==> config.mk <==
export PLATFORM = sky130hd
export DESIGN_NAME = uart_rx_framer
export DESIGN_NICKNAME = d
export VERILOG_FILES = /design/src/rtl/uart_rx_framer.sv
export SDC_FILE = /design/constraint.sdc
export NUM_CORES = 1
export LEC_CHECK = 0
export CAP_MARGIN = 0
export CORE_ASPECT_RATIO = 0.7
export CORE_MARGIN = 5
export CORE_UTILIZATION = 46
export DETAILED_ROUTE_END_ITERATION = 8
export GPL_TIMING_DRIVEN = 0
export PLACE_DENSITY_LB_ADDON = 0.12
export SYNTH_ARGS = -nofsm -noshare
export SYNTH_HDL_FRONTEND = slang
export SYNTH_SLANG_ARGS = --single-unit
==> constraint.sdc <==
create_clock -name i_clk -period 2.3 [get_ports i_clk]
set_clock_uncertainty 0.2 [all_clocks]
set_input_delay 0.46 -clock i_clk [delete_from_list [all_inputs] [get_ports i_clk]]
set_output_delay 0.46 -clock i_clk [all_outputs]
set_load 0.03 [all_outputs]
==> src/rtl/uart_rx_framer.sv <==
// UART receive framer: recovers start/data/stop frames from a serial line,
// samples at bit centre and flags start glitches and bad stop bits.
module uart_rx_framer #(
   parameter int p_CLKS_PER_BIT = 4,
   parameter int p_WIDTH        = 8
) (
   input  logic               i_clk,
   input  logic               i_reset,
   input  logic               i_input,
   output logic [p_WIDTH-1:0] o_data,
   output logic               o_data_ready,
   output logic               o_frame_error,
   output logic               o_busy
);

   localparam int CW = $clog2(p_CLKS_PER_BIT);
   localparam int IW = $clog2(p_WIDTH + 1);
   localparam logic [CW-1:0] HALF     = CW'((p_CLKS_PER_BIT - 1) / 2);
   localparam logic [CW-1:0] LAST     = CW'(p_CLKS_PER_BIT - 1);
   localparam logic [IW-1:0] LAST_IDX = IW'(p_WIDTH - 1);

   typedef enum logic [2:0] {IDLE, START, DATA, STOP, BRK} state_t;

   state_t             state;
   logic               s1, s2;
   logic [CW-1:0]      cnt;
   logic [IW-1:0]      idx;
   logic [p_WIDTH-1:0] shreg;

   always_ff @(posedge i_clk) begin
      if (i_reset) begin
         state         <= IDLE;
         s1            <= 1'b1;
         s2            <= 1'b1;
         cnt           <= '0;
         idx           <= '0;
         shreg         <= '0;
         o_data        <= '0;
         o_data_ready  <= 1'b0;
         o_frame_error <= 1'b0;
         o_busy        <= 1'b0;
      end else begin
         s1            <= i_input;
         s2            <= s1;
         o_data_ready  <= 1'b0;
         o_frame_error <= 1'b0;
         o_busy        <= 1'b1;
         cnt           <= cnt + 1'b1;
         case (state)
            IDLE: begin
               // busy drops one cycle after returning to IDLE
               o_busy <= ~s2;
               if (!s2) begin
                  state <= START;
                  cnt   <= '0;
               end
            end
            START: begin
               if (cnt == HALF) begin
                  cnt <= '0;
                  if (!s2) begin
                     state <= DATA;
                     idx   <= '0;
                  end else begin
                     state <= IDLE;
                  end
               end
            end
            DATA: begin
               // clear on each sample so non power-of-two periods wrap correctly
               if (cnt == LAST) begin
                  cnt   <= '0;
                  shreg <= {s2, shreg[p_WIDTH-1:1]};
                  idx   <= idx + 1'b1;
                  if (idx == LAST_IDX) state <= STOP;
               end
            end
            STOP: begin
               if (cnt == LAST) begin
                  cnt <= '0;
                  if (s2) begin
                     o_data       <= shreg;
                     o_data_ready <= 1'b1;
                     state        <= IDLE;
                  end else begin
                     o_frame_error <= 1'b1;
                     state         <= BRK;
                  end
               end
            end
            BRK: begin
               // wait out a held-low line so it cannot start another frame
               if (s2) begin
                  state <= IDLE;
                  cnt   <= '0;
               end
            end
            default: state <= IDLE;
         endcase
      end
   end

endmodule

==> summary.md, run 1 <==
| Metric | Value |
|---|---|
| Status | `complete, no violations` |
| Total core area | `2740 µm²` |
| Layout cells sized above 1 | `11.0%` |
| Drt pass-1 iters | `4` |
| Setup CP Type | `flip-flop to output port` |
| # hold bufs at CTS | `0` |
| Final setup fails | `0` |
| Via count | `1029` |
| CP max stage delay | `0.67 ns` |
| Post-synth top area share | `46.7%` |
| Dominant synthesized flop cell | `dfxtp_1` |
| Final Hold Fails | `0` |
| Global-route wire length before repair | `4.38 mm` |
| Routability cong. | `0.873` |
| Leakage power | `0.613 nW` |
| Die H | `54.2 µm` |
| Area Overhead vs Synth | `20.1%` |
| Count leader, synth | `dfxtp_1` |
| Peak VDD IR | `320 µV` |
| Initial antenna violation count | `0` |
| Synth Net Count | `152` |
| Crit. path cell count | `1` |
| Worst-path maximum fanout | `2` |
| Initial core utilization | `46.9%` |
| Power Density | `666 nW/µm²` |
| Synthesized flop and latch total | `30` |
| Slowest cell on crit path | `clkdlybuf4s50_1` |
| Number of inserted diodes | `0` |
| Worst reg2reg path startpoint | `cnt[0]` |
| Mapped cell area | `1280 µm²` |
| Mean Syn Cell Area | `8.86 µm²` |
| Critical Path Start | `o_data[7]` |
| Fin crit share | `84.4%` |
| Seq/Total Area, Yosys | `46.7%` |
| Area contributors post-synth | `dfxtp_1 (47%), mux2i_1 (6.2%), a21oi_1 (5.8%)` |
| Nets | `172` |
| Htree depth | `2` |
| Routed WL | `2.52 mm` |
| Fill cells | `242` |
| IO Pins | `14` |
| Async S/R FF share, synth | `0%` |
| Clk slew on worst S/H paths | `0.06 ns` |
| Fin crit period | `1.94 ns` |
| Buffer and inverter count on the worst path | `1` |
| Slew HR | `68.9%` |
| Layout Utilization | `56.3%` |
| GRT Total Usage | `14.8%` |
| Post-CTS Setup Bufs | `0` |
| Setup TNS Final | `0 ns` |
| Critical Path Sink Type | `output port` |
| Yosys top cell by area | `dfxtp_1` |
| Clk_lat worst skew | `0.28 ns` |
| DRC | `0` |
| Slew Viols, Final | `0` |
| Required time worst endpoint | `1.64 ns` |
| Critical path data arrival time | `1.28 ns` |
| CTS sink cnt | `30` |
| Number of synthesized flops with an enable pin | `0` |
| Cts bufs inserted | `5` |
| Synth warn | `0` |
| # rows | `16` |
| Commonest cells in the netlist | `dfxtp_1 (30), nand2_1 (20), nor2_1 (17), a21oi_1 (15), mux2i_1 (8)` |
| Vias/cell | `5.15` |
| Buffer depth of the longest clock path | `2` |
| Crit path launch type | `flip-flop` |
| Hold crit path type | `flip-flop to flip-flop` |
| Power Total | `0.00103 W` |
| Yosys cell types | `34` |
| Worst path cell trace | `clkdlybuf4s50_1` |
| RSZ-0062 raised after global routing | `false` |
| TritonCTS clock tree | `built` |
| Post-detailed-route count of antenna-violating nets | `0` |
| Worst reg2reg path depth | `6` |
| CTS resizes | `0` |
| CP delay by family, top | `buffers and inverters` |
| Post-detail-place hpwl | `1.76 mm` |
| Fmax | `515 MHz` |
| Die width | `73.2 µm` |
| Detailed Route Iter0 Violations | `82` |
| Port Buffers | `13` |
| Largest net degree at the start of global routing | `11` |
| Min-delay src | `s1` |
| Number of global-route vias before repair | `1005` |
| Root buffer cell | `clkbuf_8` |
| Worst Tran Pin Value | `0.466 ns` |
| Cells on Worst Hold Path | `1` |
| Post-Syn Instances | `145` |
| Congestion Overflow GR | `0` |
| DR WL/cell | `12.6 µm` |
| Die ar. | `3970 µm²` |
| Max capacitance violation total | `0` |
[stage by stage]
step                cell area, µm²  worst slack (ns)  hold WS (ns)  std cells
floorplan                     1280             0.655         0.189        145
global route                  1540             0.214         0.237        200
detailed placement            1460            0.0476         0.198        194
finish                        1540             0.359         0.207        200
CTS                           1540             0.337         0.212        200
global placement              1460            0.0973         0.192        194
[cells by family (layout without fill, tap and decap cells)]
logic type      after synthesis  in the layout  share of synthesized area (%)
flops                        30             30                           46.7
fa+ha+maj                     4              4                           3.89
mux                           8              8                           6.23
simple gates                 57             57                           22.3
buf+inv                      16             35                           5.84
compound gates               30             30                           15.0
[registers in the layout, indices dropped and copies added (netlist names)]
name	flops
o_busy	1
s1	1
o_frame_error	1
o_data	8
cnt	2
state	3
shreg	8
s2	1
idx	4
o_data_ready	1
[worst reg2reg max path, cell delays in order (launching register included)]
cell and delay, ns:
dfxtp_1 0.38, ha_1 0.29, nand4b_1 0.18, or2_1 0.24
buf_2 0.21, mux2i_1 0.18, nor2_1 0.05
[cells in the final DEF (no fill, tap or decap), drive strengths merged]
| master | n |
|---|---|
| o211ai | 1 |
| o221a | 1 |
| nor3 | 6 |
| nand3 | 1 |
| buf | 7 |
| o21ai | 3 |
| a21boi | 1 |
| nand4b | 1 |
| a211oi | 2 |
| nor2 | 17 |
| a22oi | 1 |
| o22a | 1 |
| a21oi | 15 |
| nor4b | 1 |
| ha | 4 |
| a2111oi | 1 |
| mux2i | 8 |
| o41a | 1 |
| dfxtp | 30 |
| nor2b | 2 |
| or3 | 1 |
| or2 | 3 |
| a31o | 1 |
| nand2 | 20 |
| inv | 6 |
| clkbuf | 9 |
| a21o | 1 |
| o31a | 1 |
| or3b | 1 |
| nand4bb | 2 |
| nand3b | 2 |
| clkdlybuf4s50 | 13 |
[final timing paths]
| path | to | slack (ns) |
|---|---|---|
| worst max-delay path | o_data[7] | 0.36 |
| worst min-delay path | s2 | 0.21 |
| worst max register to register | o_data[3] | 0.44 |
| worst min register to register | s2 | 0.21 |
[per-layer routing]
layer	routed length, µm	vias to the layer above	part of all wire [%]	track usage (%)
met5	0	-	0	0
met4	36	0	1.4	6.75
met3	183	5	7.3	5.69
met2	1020	22	40	22.0
met1	1290	465	51	19.1
li1	-	537	-	-
[cell type report]
type | count | area, µm² | area share (%)
repair buffers | 13 | 130 | 8.43
inverters | 6 | 22.5 | 1.46
flip-flops and latches | 30 | 601 | 38.9
clock buffers | 6 | 82.6 | 5.35
plain buffers | 10 | 52.6 | 3.41
multi-input cells | 99 | 609 | 39.5
well taps | 36 | 45.0 | 2.92
[where the power goes]
part	total, W	switching [W]	internal (W)
logic	0.0000850	0.0000472	0.0000378
clock network	0.000405	0.000175	0.000230
registers	0.000537	0.00000629	0.000530
No activity file was read; power rests on OpenSTA's default activity.
==> run 2, diff against run 1 <==
==> constraint.sdc (replaced) <==
create_clock -name i_clk -period 1.87 [get_ports i_clk]
set_clock_uncertainty 0.2 [all_clocks]
set_input_delay 0.374 -clock i_clk [delete_from_list [all_inputs] [get_ports i_clk]]
set_output_delay 0.374 -clock i_clk [all_outputs]
set_load 0.03 [all_outputs]
==> run 2 against run 1 <==
  * Sequential power grew 24%
  * Global-route usage is the same
  * Count of clock-buffer cells in the layout is the same
  * Wire length grew 0.16%
  * Sequential share of layout area shrank 0.75 points
  * Combinational power grew 26%
  * Critical path depth is the same
  * Non-clock buffer count is the same
  * Cell count is the same
  * Critical path type unchanged
  * Largest cell class unchanged
  * Highest routed layer unchanged
==> summary.md, run 2 (same netlist as run 1, synthesis figures left out) <==
| Metric | Value |
|---|---|
| Cts bufs inserted | `5 (unchanged)` |
| Power Total | `0.00127 W (was 0.00103 W)` |
| DR WL/cell | `12.6 µm (about the same)` |
| Setup CP Type | `flip-flop to output port (unchanged)` |
| Vias/cell | `5.29 (was 5.15)` |
| Via count | `1057 (was 1029)` |
| Fin crit period | `1.83 ns` |
| Slew HR | `69.6% (was 68.9%)` |
| Critical Path Sink Type | `output port (unchanged)` |
| Initial antenna violation count | `0 (unchanged)` |
| Slew Viols, Final | `0 (unchanged)` |
| Fmax | `546 MHz` |
| Slowest cell on crit path | `clkdlybuf4s50_1 (unchanged)` |
| CTS sink cnt | `30 (unchanged)` |
| Die width | `73.2 µm (unchanged)` |
| Fin crit share | `97.9%` |
| Routed WL | `2.53 mm (was 2.52 mm)` |
| CTS resizes | `1 (was 0)` |
| Fill cells | `234 (was 242)` |
| Met1 wire length | `1.25 mm (was 1.29 mm)` |
| Worst Tran Pin Value | `0.456 ns (was 0.466 ns)` |
| Critical path data arrival time | `1.26 ns (was 1.28 ns)` |
| IO Pins | `14 (unchanged)` |
| Die H | `54.2 µm (unchanged)` |
| Commonest cells after routing, fill and taps aside | `dfxtp_1 (29), nand2_1 (20), nor2_1 (17) (was dfxtp_1 (30), nand2_1 (20), nor2_1 (17))` |
| Worst-path maximum fanout | `2 (unchanged)` |
| RSZ-0062 raised after global routing | `false (unchanged)` |
| Pre-CTS setup slack | `-0.296 ns (was 0.0476 ns)` |
| Buffer and inverter count on the worst path | `1 (unchanged)` |
| Met2 wire len | `1.05 mm (was 1.02 mm)` |
| Root buffer cell | `clkbuf_8 (unchanged)` |
| Largest net degree at the start of global routing | `11 (unchanged)` |
| Global-route wire length before repair | `4.38 mm (unchanged)` |
| Placed standard-cell area | `1460 µm² (unchanged)` |
| Area Overhead vs Synth | `22.7% (was 20.1%)` |
| Peak VDD IR | `394 µV (was 320 µV)` |
| Final worst slack | `0.0390 ns (was 0.359 ns)` |
| Detailed Route Iter0 Violations | `94 (was 82)` |
| Final setup fails | `0 (unchanged)` |
| Total core area | `2740 µm² (unchanged)` |
| Layout cells sized above 1 | `13.4% (was 11.0%)` |
| Clk_lat worst skew | `0.27 ns (was 0.28 ns)` |
| Post-CTS Setup Bufs | `0 (unchanged)` |
| CP max stage delay | `0.67 ns (about the same)` |
| Buffer depth of the longest clock path | `2 (unchanged)` |
| # rows | `16 (unchanged)` |
| Drt pass-1 iters | `4 (unchanged)` |
| Leakage power | `0.749 nW (was 0.613 nW)` |
| Port Buffers | `13 (unchanged)` |
| Nets | `172 (unchanged)` |
| Max layer used | `met4 (unchanged)` |
| Final Hold Fails | `0 (unchanged)` |
| Max capacitance violation total | `0 (unchanged)` |
| Multi-input gate area | `622 µm² (was 609 µm²)` |
| Post-route design area | `1580 µm² (was 1540 µm²)` |
| GRT Total Usage | `14.8% (unchanged)` |
| Status | `complete, no violations (unchanged)` |
| Crit path launch type | `flip-flop (unchanged)` |
| DR WL met3 | `186 µm (was 183 µm)` |
| Power Density | `804 nW/µm² (was 666 nW/µm²)` |
| Worst path cell trace | `clkdlybuf4s50_1 (unchanged)` |
| Required time worst endpoint | `1.30 ns (was 1.64 ns)` |
| Initial core utilization | `46.9% (unchanged)` |
| Congestion Overflow GR | `0 (unchanged)` |
| TritonCTS clock tree | `built (unchanged)` |
| Commonest non-fill, non-tap cell in the layout | `dfxtp_1 (unchanged)` |
| Number of inserted diodes | `0 (unchanged)` |
| Clk slew on worst S/H paths | `0.06 ns (about the same)` |
| Number of global-route vias before repair | `1005 (unchanged)` |
| Post-detailed-route count of antenna-violating nets | `0 (unchanged)` |
| Register area | `602 µm² (was 601 µm²)` |
| Hold crit path type | `flip-flop to flip-flop (unchanged)` |
| DRC | `0 (unchanged)` |
| Post-detail-place hpwl | `1.76 mm (unchanged)` |
| Die ar. | `3970 µm² (unchanged)` |
| Top Registers | `o_data (8), shreg (8), idx (4) (unchanged)` |
| Routability cong. | `0.873 (unchanged)` |
| Htree depth | `2 (unchanged)` |
| CP delay by family, top | `buffers and inverters (unchanged)` |
| # hold bufs at CTS | `0 (unchanged)` |
## run 2: changes by cell type in the layout (fill, tap and decap cells not counted)
cell | previous run | this run
clkbuf_1 | 3 | 1
clkbuf_2 | 0 | 2
clkdlybuf4s50_1 | 13 | 6
dfxtp_1 | 30 | 29
dfxtp_2 | 0 | 1
dlymetal6s2s_1 | 0 | 7
ha_1 | 4 | 3
ha_4 | 0 | 1
## run 2: path summary, 6_finish.rpt
kind | slack [ns] | from | cells past startpoint | endpoint
min reg2reg | 0.21 | s1 | 1 | s2
min | 0.21 | s1 | 1 | s2
max reg2reg | 0.16 | cnt[1] | 6 | o_data[3]
max | 0.04 | o_data[2] | 1 | o_data[2]
## run 2: through the flow
stage / TNS, ns / hold WS [ns] / std cells / utilization, %
final: 0 / 0.207 / 200 / 57.5
after global routing: 0 / 0.237 / 200 / 57.5
after CTS: 0 / 0.212 / 200 / 56.3
after detailed placement: -4.98 / 0.198 / 194 / 53.2
after global placement: -4.62 / 0.192 / 194 / 53.2
after floorplan: 0 / 0.189 / 145 / -
## run 2: report_power, final
group / switching (W) / internal [W]
logic: 0.0000579 / 0.0000490
registers: 0.0000110 / 0.000653
clock network: 0.000213 / 0.000283
total: 0.000282 / 0.000985
## run 2: area by class of cell
class	instances	area share (%)
clock buffers	6	5.24
inverters	6	1.43
repair buffers	13	9.37
multi-input cells	99	39.4
plain buffers	10	3.49
flip-flops and latches	30	38.2
well taps	36	2.86
## run 2: metal layers
layer | vias to the layer above | global-route usage (%)
met5 | - | 0
met4 | 0 | 6.75
met3 | 5 | 5.69
met2 | 29 | 22.0
met1 | 487 | 19.1
li1 | 536 | -
